[config.mk]
export PLATFORM = sky130hd
export DESIGN_NAME = ofm_writer
export DESIGN_NICKNAME = d
export VERILOG_FILES = /design/src/rtl/ofm_writer.sv
export SDC_FILE = /design/constraint.sdc
export NUM_CORES = 1
export LEC_CHECK = 0
export BUFFER_PORTS_ARGS = -buffer_cell sky130_fd_sc_hd__buf_2
export CORE_MARGIN = 8
export CORE_UTILIZATION = 45
export DETAILED_ROUTE_END_ITERATION = 12
export MAX_ROUTING_LAYER = met4
export PLACE_DENSITY = 0.69
export SYNTH_ARGS = -nofsm -noshare
export SYNTH_HDL_FRONTEND = slang
export SYNTH_SLANG_ARGS = --single-unit
[constraint.sdc]
create_clock -name i_clock -period 3.55 [get_ports i_clock]
set_input_delay 0 -clock i_clock [delete_from_list [all_inputs] [get_ports i_clock]]
set_output_delay 0 -clock i_clock [all_outputs]
set_load 0.005 [all_outputs]
[src/rtl/ofm_writer.sv]
// ofm_writer: output-feature-map write-back with multi-group read-modify-write accumulation
//
// Accepts one partial-sum pixel per valid/ready handshake and writes it to the
// output buffer in raster order (column fastest, then row, then channel, with the
// input-channel group outermost). Group 0 writes the value directly; every later
// group reads the stored value back, adds the new partial sum with saturation and
// writes the result.
//
// Optional feature: define RELU_EN to clip negative results to 0 on the last group.
//
// Ports:
//   i_clock     rising-edge clock
//   i_reset     synchronous active-high reset
//   i_start     one-cycle pulse starting a full layer write-back
//   i_in_valid  i_in_data holds a valid partial sum
//   i_in_data   signed partial sum for the current pixel
//   o_in_ready  writer accepts i_in_data this cycle
//   o_out_addr  output buffer address
//   o_out_din   output buffer write data
//   i_out_dout  output buffer read data (1-cycle read latency)
//   o_out_ena   output buffer port enable
//   o_out_wea   output buffer byte write enables (all ones or all zeros)
//   o_busy      layer write-back in progress
//   o_done      one-cycle pulse after the last write of the layer
module ofm_writer #(
    parameter int DATA_W      = 16,
    parameter int ADDR_W      = 16,
    parameter int OUT_SIZE    = 28,
    parameter int OUT_CHANNEL = 6,
    parameter int N_GROUPS    = 1
) (
    input  logic                  i_clock,
    input  logic                  i_reset,
    input  logic                  i_start,
    input  logic                  i_in_valid,
    input  logic [DATA_W-1:0]     i_in_data,
    output logic                  o_in_ready,
    output logic [ADDR_W-1:0]     o_out_addr,
    output logic [DATA_W-1:0]     o_out_din,
    input  logic [DATA_W-1:0]     i_out_dout,
    output logic                  o_out_ena,
    output logic [DATA_W/8-1:0]   o_out_wea,
    output logic                  o_busy,
    output logic                  o_done
);
    localparam int CW = OUT_SIZE > 1 ? $clog2(OUT_SIZE) : 1;
    localparam int MW = OUT_CHANNEL > 1 ? $clog2(OUT_CHANNEL) : 1;
    localparam int GW = N_GROUPS > 1 ? $clog2(N_GROUPS) : 1;

    typedef enum logic [2:0] {S_IDLE, S_ACCEPT, S_READ, S_WAIT, S_WRITE, S_DONE} state_t;

    state_t              r_state;
    logic [CW-1:0]       r_col;
    logic [CW-1:0]       r_row;
    logic [MW-1:0]       r_ch;
    logic [GW-1:0]       r_grp;
    logic [DATA_W-1:0]   r_cap;
    logic                r_in_ready;
    logic                r_ena;
    logic                r_we;
    logic [ADDR_W-1:0]   r_addr;
    logic [DATA_W-1:0]   r_din;
    logic                r_busy;
    logic                r_done;

    logic [ADDR_W-1:0]   w_addr;
    logic [DATA_W:0]     w_sum;
    logic [DATA_W-1:0]   w_sat;
    logic [DATA_W-1:0]   w_acc_wr;
    logic [DATA_W-1:0]   w_cap_wr;
    logic                w_c_end;
    logic                w_r_end;
    logic                w_m_end;
    logic                w_last_grp;
    logic                w_last_pix;

    // Address is formed in 32-bit arithmetic and then truncated to ADDR_W.
    assign w_addr = ADDR_W'(32'(r_ch) * 32'(OUT_SIZE * OUT_SIZE) + 32'(r_row) * 32'(OUT_SIZE) + 32'(r_col));

    // One extra bit catches overflow; differing top bits mean the sum left the DATA_W range.
    assign w_sum = {i_out_dout[DATA_W-1], i_out_dout} + {r_cap[DATA_W-1], r_cap};
    assign w_sat = (w_sum[DATA_W] != w_sum[DATA_W-1])
                 ? (w_sum[DATA_W] ? {1'b1, {(DATA_W-1){1'b0}}} : {1'b0, {(DATA_W-1){1'b1}}})
                 : w_sum[DATA_W-1:0];

    assign w_c_end    = r_col == CW'(OUT_SIZE - 1);
    assign w_r_end    = r_row == CW'(OUT_SIZE - 1);
    assign w_m_end    = r_ch == MW'(OUT_CHANNEL - 1);
    assign w_last_grp = r_grp == GW'(N_GROUPS - 1);
    assign w_last_pix = w_c_end && w_r_end && w_m_end && w_last_grp;

`ifdef RELU_EN
    // Only the final group is clipped; earlier groups must keep their sign to accumulate.
    assign w_acc_wr = (w_last_grp && w_sat[DATA_W-1]) ? '0 : w_sat;
    assign w_cap_wr = (w_last_grp && i_in_data[DATA_W-1]) ? '0 : i_in_data;
`else
    assign w_acc_wr = w_sat;
    assign w_cap_wr = i_in_data;
`endif

    always_ff @(posedge i_clock) begin
        if (i_reset) begin
            r_state    <= S_IDLE;
            r_col      <= '0;
            r_row      <= '0;
            r_ch       <= '0;
            r_grp      <= '0;
            r_cap      <= '0;
            r_in_ready <= 1'b0;
            r_ena      <= 1'b0;
            r_we       <= 1'b0;
            r_addr     <= '0;
            r_din      <= '0;
            r_busy     <= 1'b0;
            r_done     <= 1'b0;
        end else begin
            case (r_state)
                S_IDLE: begin
                    r_done <= 1'b0;
                    if (i_start) begin
                        r_state    <= S_ACCEPT;
                        r_busy     <= 1'b1;
                        r_in_ready <= 1'b1;
                    end
                end
                S_ACCEPT: begin
                    if (i_in_valid && r_in_ready) begin
                        r_in_ready <= 1'b0;
                        r_cap      <= i_in_data;
                        r_ena      <= 1'b1;
                        r_addr     <= w_addr;
                        r_we       <= r_grp == '0;
                        r_din      <= w_cap_wr;
                        r_state    <= r_grp == '0 ? S_WRITE : S_READ;
                    end
                end
                S_READ: begin
                    r_ena   <= 1'b0;
                    r_state <= S_WAIT;
                end
                S_WAIT: begin
                    // Read data issued in READ is valid now; register the accumulated result.
                    r_ena   <= 1'b1;
                    r_we    <= 1'b1;
                    r_din   <= w_acc_wr;
                    r_state <= S_WRITE;
                end
                S_WRITE: begin
                    r_ena <= 1'b0;
                    r_we  <= 1'b0;
                    r_col <= w_c_end ? '0 : r_col + 1'b1;
                    if (w_c_end)
                        r_row <= w_r_end ? '0 : r_row + 1'b1;
                    if (w_c_end && w_r_end)
                        r_ch <= w_m_end ? '0 : r_ch + 1'b1;
                    if (w_c_end && w_r_end && w_m_end)
                        r_grp <= w_last_grp ? '0 : r_grp + 1'b1;
                    if (w_last_pix) begin
                        r_state <= S_DONE;
                        r_done  <= 1'b1;
                        r_busy  <= 1'b0;
                    end else begin
                        r_state    <= S_ACCEPT;
                        r_in_ready <= 1'b1;
                    end
                end
                S_DONE: begin
                    r_done  <= 1'b0;
                    r_state <= S_IDLE;
                end
                default: r_state <= S_IDLE;
            endcase
        end
    end

    assign o_in_ready = r_in_ready;
    assign o_out_addr = r_addr;
    assign o_out_din  = r_din;
    assign o_out_ena  = r_ena;
    assign o_out_wea  = {(DATA_W/8){r_we}};
    assign o_busy     = r_busy;
    assign o_done     = r_done;
endmodule

After elaboration in Yosys (flattened, before gate mapping)
Cells that the tools add are included.
{"block": "classes", "div_mod_pow": 0, "n_reduce_logical": 24, "n_eq_ne": 13, "addsub": 7, "n_bitwise": 1, "mux": 25, "order_cmp": 0, "mul": 2, "shifts": 0}
{"cell": "two-way mux 16 bit", "n": 3}
{"cell": "case mux 16 bit (2 select lines)", "n": 1}
{"cell": "AND reduction 2 bit", "n": 9}
{"cell": "adder 16 x 16 -> 17 bit", "n": 1}
{"cell": "adder 14 x 5 -> 15 bit", "n": 1}
{"cell": "two-way mux 3 bit", "n": 5}
{"cell": "case mux 3 bit (5 select lines)", "n": 1}
{"cell": "adder 13 x 10 -> 14 bit", "n": 1}
{"cell": "adder 5 x 1 -> 5 bit (second input constant)", "n": 2}
{"cell": "equality test 5 bit (second input constant)", "n": 2}
{"cell": "two-way mux 5 bit", "n": 2}
{"cell": "equality test 3 bit (second input constant)", "n": 3}
{"cell": "multiplier 3 x 6 -> 9 bit (second input constant)", "n": 1}
{"cell": "case mux 1 bit (3 select lines)", "n": 3}
{"cell": "nonzero test 3 bit", "n": 3}
{"cell": "multiplier 5 x 3 -> 8 bit (second input constant)", "n": 1}
{"cell": "two-way mux 1 bit", "n": 8}
{"cell": "!= test 2 bit (second input constant)", "n": 4}
{"cell": "equality test 3 x 2 -> 1 bit (second input constant)", "n": 2}
{"cell": "nonzero test 2 bit", "n": 3}
{"cell": "logical AND 1 bit", "n": 4}
{"cell": "case mux 1 bit (2 select lines)", "n": 2}
{"cell": "AND reduction 4 bit", "n": 1}
{"cell": "OR reduction 2 bit", "n": 2}
{"cell": "other kinds (7)", "n": 7}
{"block": "totals", "input_bits": 36, "latchBits": 0, "romBits": 0, "out_inout_bits": 38, "ramBits": 0, "n_memories": 0, "ff_bits": 70}

Longest topological paths before layout
{"block": "logic_depth", "word_depth": 6, "ltp_mapped": 13}

Least setup slack after synthesis
OpenSTA, ideal clock, no wires.
{"block": "synth_path", "kind": "register to register", "start": "register r_row[2]", "end": "register r_addr[11] (netlist: o_out_addr[11])", "arrival_time_ns": 3.390, "setup_slack_ns": 0.046, "setup_time_ns": 0.115, "path_stages_with_launch": 13, "period_less_slack_ns": 3.504, "path_cell_list": "dfxtp_1 > fa_1 > ha_1 > fa_1 > fa_1 > a21o_1 > a21oi_1 > nor2_1 > o21a_1 > a21oi_1 > o21bai_1 > xor2_1 > o21a_1"}
{"block": "synth_between", "elab_chain_len": 3}
{"element": "start: declaration", "line": "54", "source": "logic [CW-1:0] r_row;"}
{"element": "start signal: assignment", "line": "153", "source": "r_row <= w_r_end ? '0 : r_row + 1'b1;"}
{"element": "multiplier 5 x 3 -> 8 bit", "line": "78", "source": "assign w_addr = ADDR_W'(32'(r_ch) * 32'(OUT_SIZE * OUT_SIZE) + 32'(r_row) * 32'(OUT_SIZE) + 32'(r_col));"}
{"element": "adder 13 x 10 -> 14 bit", "line": "78"}
{"element": "adder 14 x 5 -> 15 bit", "line": "78"}
{"element": "end signal: assignment", "line": "131", "source": "r_addr <= w_addr;"}
{"element": "end: declaration", "line": "61", "source": "logic [ADDR_W-1:0] r_addr;"}
Every way passes these cells.
A chain may end at the register's enable or synchronous reset.

Worst setup path in the final report
{"block": "layout_path", "start": "register r_row[0]", "end": "register r_addr[11] (netlist: o_out_addr[11])"}
The elaborated chain is that of the path after synthesis.

==> impl_results.md <==
- Total power: about 1.7 mW
- Detail Route Antenna Nets: 0
- Multiplexer share of the synthesized area: 0.00751
- Main combinational cell family by area after synthesis: compound AO/OA/AOI/OAI gates
- WP data arrival: ~3600 ps
- Gate count after technology mapping: 470
- Vias: 3,680
- Number of detailed-route iterations in the first pass: 4
- Min Tclk post-route: about 3300 ps
- Die W: between 100 and 150 µm
- Core Rows: 35
- Initial Utilization: 0.457
- H-tree levels: 3
- Clock transition at path regs: ~80 ps
- Clock buffer count from CTS: 9
- YS warnings: 0
- IO Port Bufs: slightly above 70
- Via density: ~5.4
- Tcrit/Tclk final: 0.940
- Post-Synth Adder-Cell Area: 0.174
- Slew Limit Headroom: 0.315
- Number of clock sinks: 67
- Mapped Area: roughly 4200 µm²
- IO Pins: 74
- Total GRT Usage: 0.169
- Setup CP Type: reg2reg
- Setup crit end kind: flip-flop
- Initial antenna violation count: 0
- CTS tree: done
- R2r setup slk: around 210 ps
- Setup TNS: 0 ps
- # DRC: 0
- Synth Register Bits: 67
- Critical Path Start Type: flip-flop
- Outcome: completed
- Die Span Y: between 100 and 150 µm
- Post-synthesis sequential area ratio: 0.322
- CTS max path bufs: 2
- Largest net degree at the start of global routing: 41
- Final net count: about 650
- Root Buffer: clkbuf_8
- First-pass GRT wire length: 17,200 µm
- Synth area leaders: dfxtp_1 32%, ha_1 14%, a21oi_1 6.2%, nand2_1 5.9%, fa_1 3.8%
- Area of the multi-input gates: ~2700 µm²
- Synth top area share: 0.322
- Yosys top cell by area: dfxtp_1
- Final Hold Viols: 0
- Cell variety after synth: 59
- Utilization after layout: 0.557
- Fill count: approximately 850
- Post-DP HPWL: ~7600 µm
- Share of cells above drive strength 1: 0.235
- Dpl cell area: 4660 µm²
- CP Data Required Time: between 3000 and 4000 ps
- Vias in the first global route: about 3,700
- Gpl congestion: around 0.84
- FF+latch area: around 1300 µm²
- Clock insertion delay at the later pin of the skew report: about 350 ps
- Max_cap viols: 0
- FFs w/ async S/R, synth: 0
- Iteration-0 DRC Markers: approximately 180
- Hold Path Class: in2reg
- Die Area: around 13,000 µm²
- Final instance area: roughly 5000 µm²
- Synth Area in Simple Gates: 0.151
- Top FF cell, synth: dfxtp_1
- Compound-Gate Fraction of Synth Area: 0.245
- Placed Cells: around 640
- Routed WL: 10,300 µm
- Post-synth EDFFs: 0
- Final cell count without fillers: around 680
- Worst Max-Slew Pin Slew: 1030 ps
- Core area: around 9100 µm²
- Static Leakage: approximately 2.4 nW
- Clk_skew: about 14 ps
- Fin. max-slew vios: 0
- Peak VDD IR: between 0.2 and 0.25 mV
- RSZ-0062 raised after global routing: false
- Mean Syn Cell Area: roughly 9 µm²
- Grt total ovfl: 0
- Crit path max fanout: 3
- Drt wl/cell: around 15 µm
- Synth Area in XOR/XNOR: 0.0589
- Highest clock rate: between 0.2 and 0.3 GHz
- PwrDens: 327 nW/µm²
- Ant diodes: 0
- Synthesis-to-layout area growth: 21.7%
- Final setup viols: 0
- Post-CTS Setup Repair Bufs: 0
[final timing paths]
kind	endpoint	depth (start not counted)	startpoint
hold reg to reg	o_out_addr[6]	2	o_out_addr[6]
setup reg to reg	o_out_addr[11]	13	r_row[0]
hold / removal	r_state[0]	2	i_reset
setup / recovery	o_out_addr[11]	13	r_row[0]
[worst max-delay path: stages (launching register included)]
cell and delay [ps]:
dfxtp_1 340, fa_1 550, ha_1 190, fa_1 420
ha_1 330, ha_4 260, a21o_1 160, a21oi_2 150
nor2_1 50, o21a_1 180, a21oi_1 160, o21bai_1 100
xor2_1 170, o21a_1 180
[report_power, final]
part / internal (mW) / switching [mW]
logic: 0.0799 / 0.0958
registers: 0.766 / 0.0118
clock network: 0.394 / 0.308
[cells in the final DEF (no fill, tap or decap), types with 3 or more instances in the layout]
master	Yosys	layout
and3_1	3	3
o21ai_0	9	9
ha_1	45	44
a21o_2	3	3
nor2_1	38	38
a211oi_2	12	12
clkbuf_8	0	9
dlygate4sd3_1	0	17
nand3_1	3	3
buf_4	4	12
buf_2	1	71
fa_1	8	7
a21oi_1	52	50
inv_1	14	14
o21a_1	4	4
a211oi_1	6	6
a21oi_2	1	3
nor3_1	9	8
a21o_1	14	14
nor3b_1	3	3
o22ai_1	14	14
nand2_1	66	66
nand4_1	4	4
dfxtp_1	67	66
xnor2_1	10	10
xor2_1	18	18
[area by class of cell]
type                       instances  area share
timing repair buffer             101       0.125
clock inverter                     5      0.0153
tap                              111      0.0274
clock buffer                      11      0.0259
multi-input combinational        367       0.531
inverter                          14      0.0104
sequential                        67       0.265
[cells in the mapped netlist (all sizes together) (4+ instances only)]
library cell,number
nor3,10
nand4,4
dfxtp,67
xor2,18
nor2,38
xnor2,10
o21a,4
nand3,4
a21oi,53
nand2,66
a211oi,18
inv,14
clkbuf,15
ha,45
a21o,17
o22ai,14
buf,8
fa,8
o21ai,11
[metrics by stage]
| step | hold WS, ps | setup WS (ps) |
|---|---|---|
| global route | 81.9 | 5.37 |
| detailed placement | 263 | 88.8 |
| floorplan | 136 | 45.7 |
| global placement | 251 | 171 |
| finish | 45.0 | 211 |
| CTS | 47.1 | 71.2 |
[layer usage]
metal,vias up,share of wire,global-route usage,wire length [µm]
li1,1857,-,-,-
met1,1746,0.43,0.186,4440
met2,65,0.51,0.297,5230
met3,12,0.044,0.0311,449
met4,0,0.013,0.0603,131
met5,-,0,-,0
[what timing repair did]
item | in CTS | in global routing
hold buffers | 17 | 0
endpoints found under the hold margin | 19 | 0
setup endpoints to repair | 0 | 3
resized for setup | 0 | 6
[state kept, by name, indices dropped and copies added (netlist names)]
| signal | cells |
|---|---|
| r_ch | 3 |
| r_row | 5 |
| o_done | 1 |
| r_state | 3 |
| r_col | 5 |
| o_in_ready | 1 |
| o_out_addr | 14 |
| o_out_din | 16 |
| o_busy | 1 |
| r_we | 1 |
| r_cap | 16 |
| o_out_ena | 1 |
[cell families after synthesis]
group	count (synthesis)
compound gates	141
simple gates	140
flops	67
fa+ha+maj	53
buf+inv	37
xor+xnor	28
mux	3
other cells	1
Note: power is estimated with default switching activity, not from simulation.
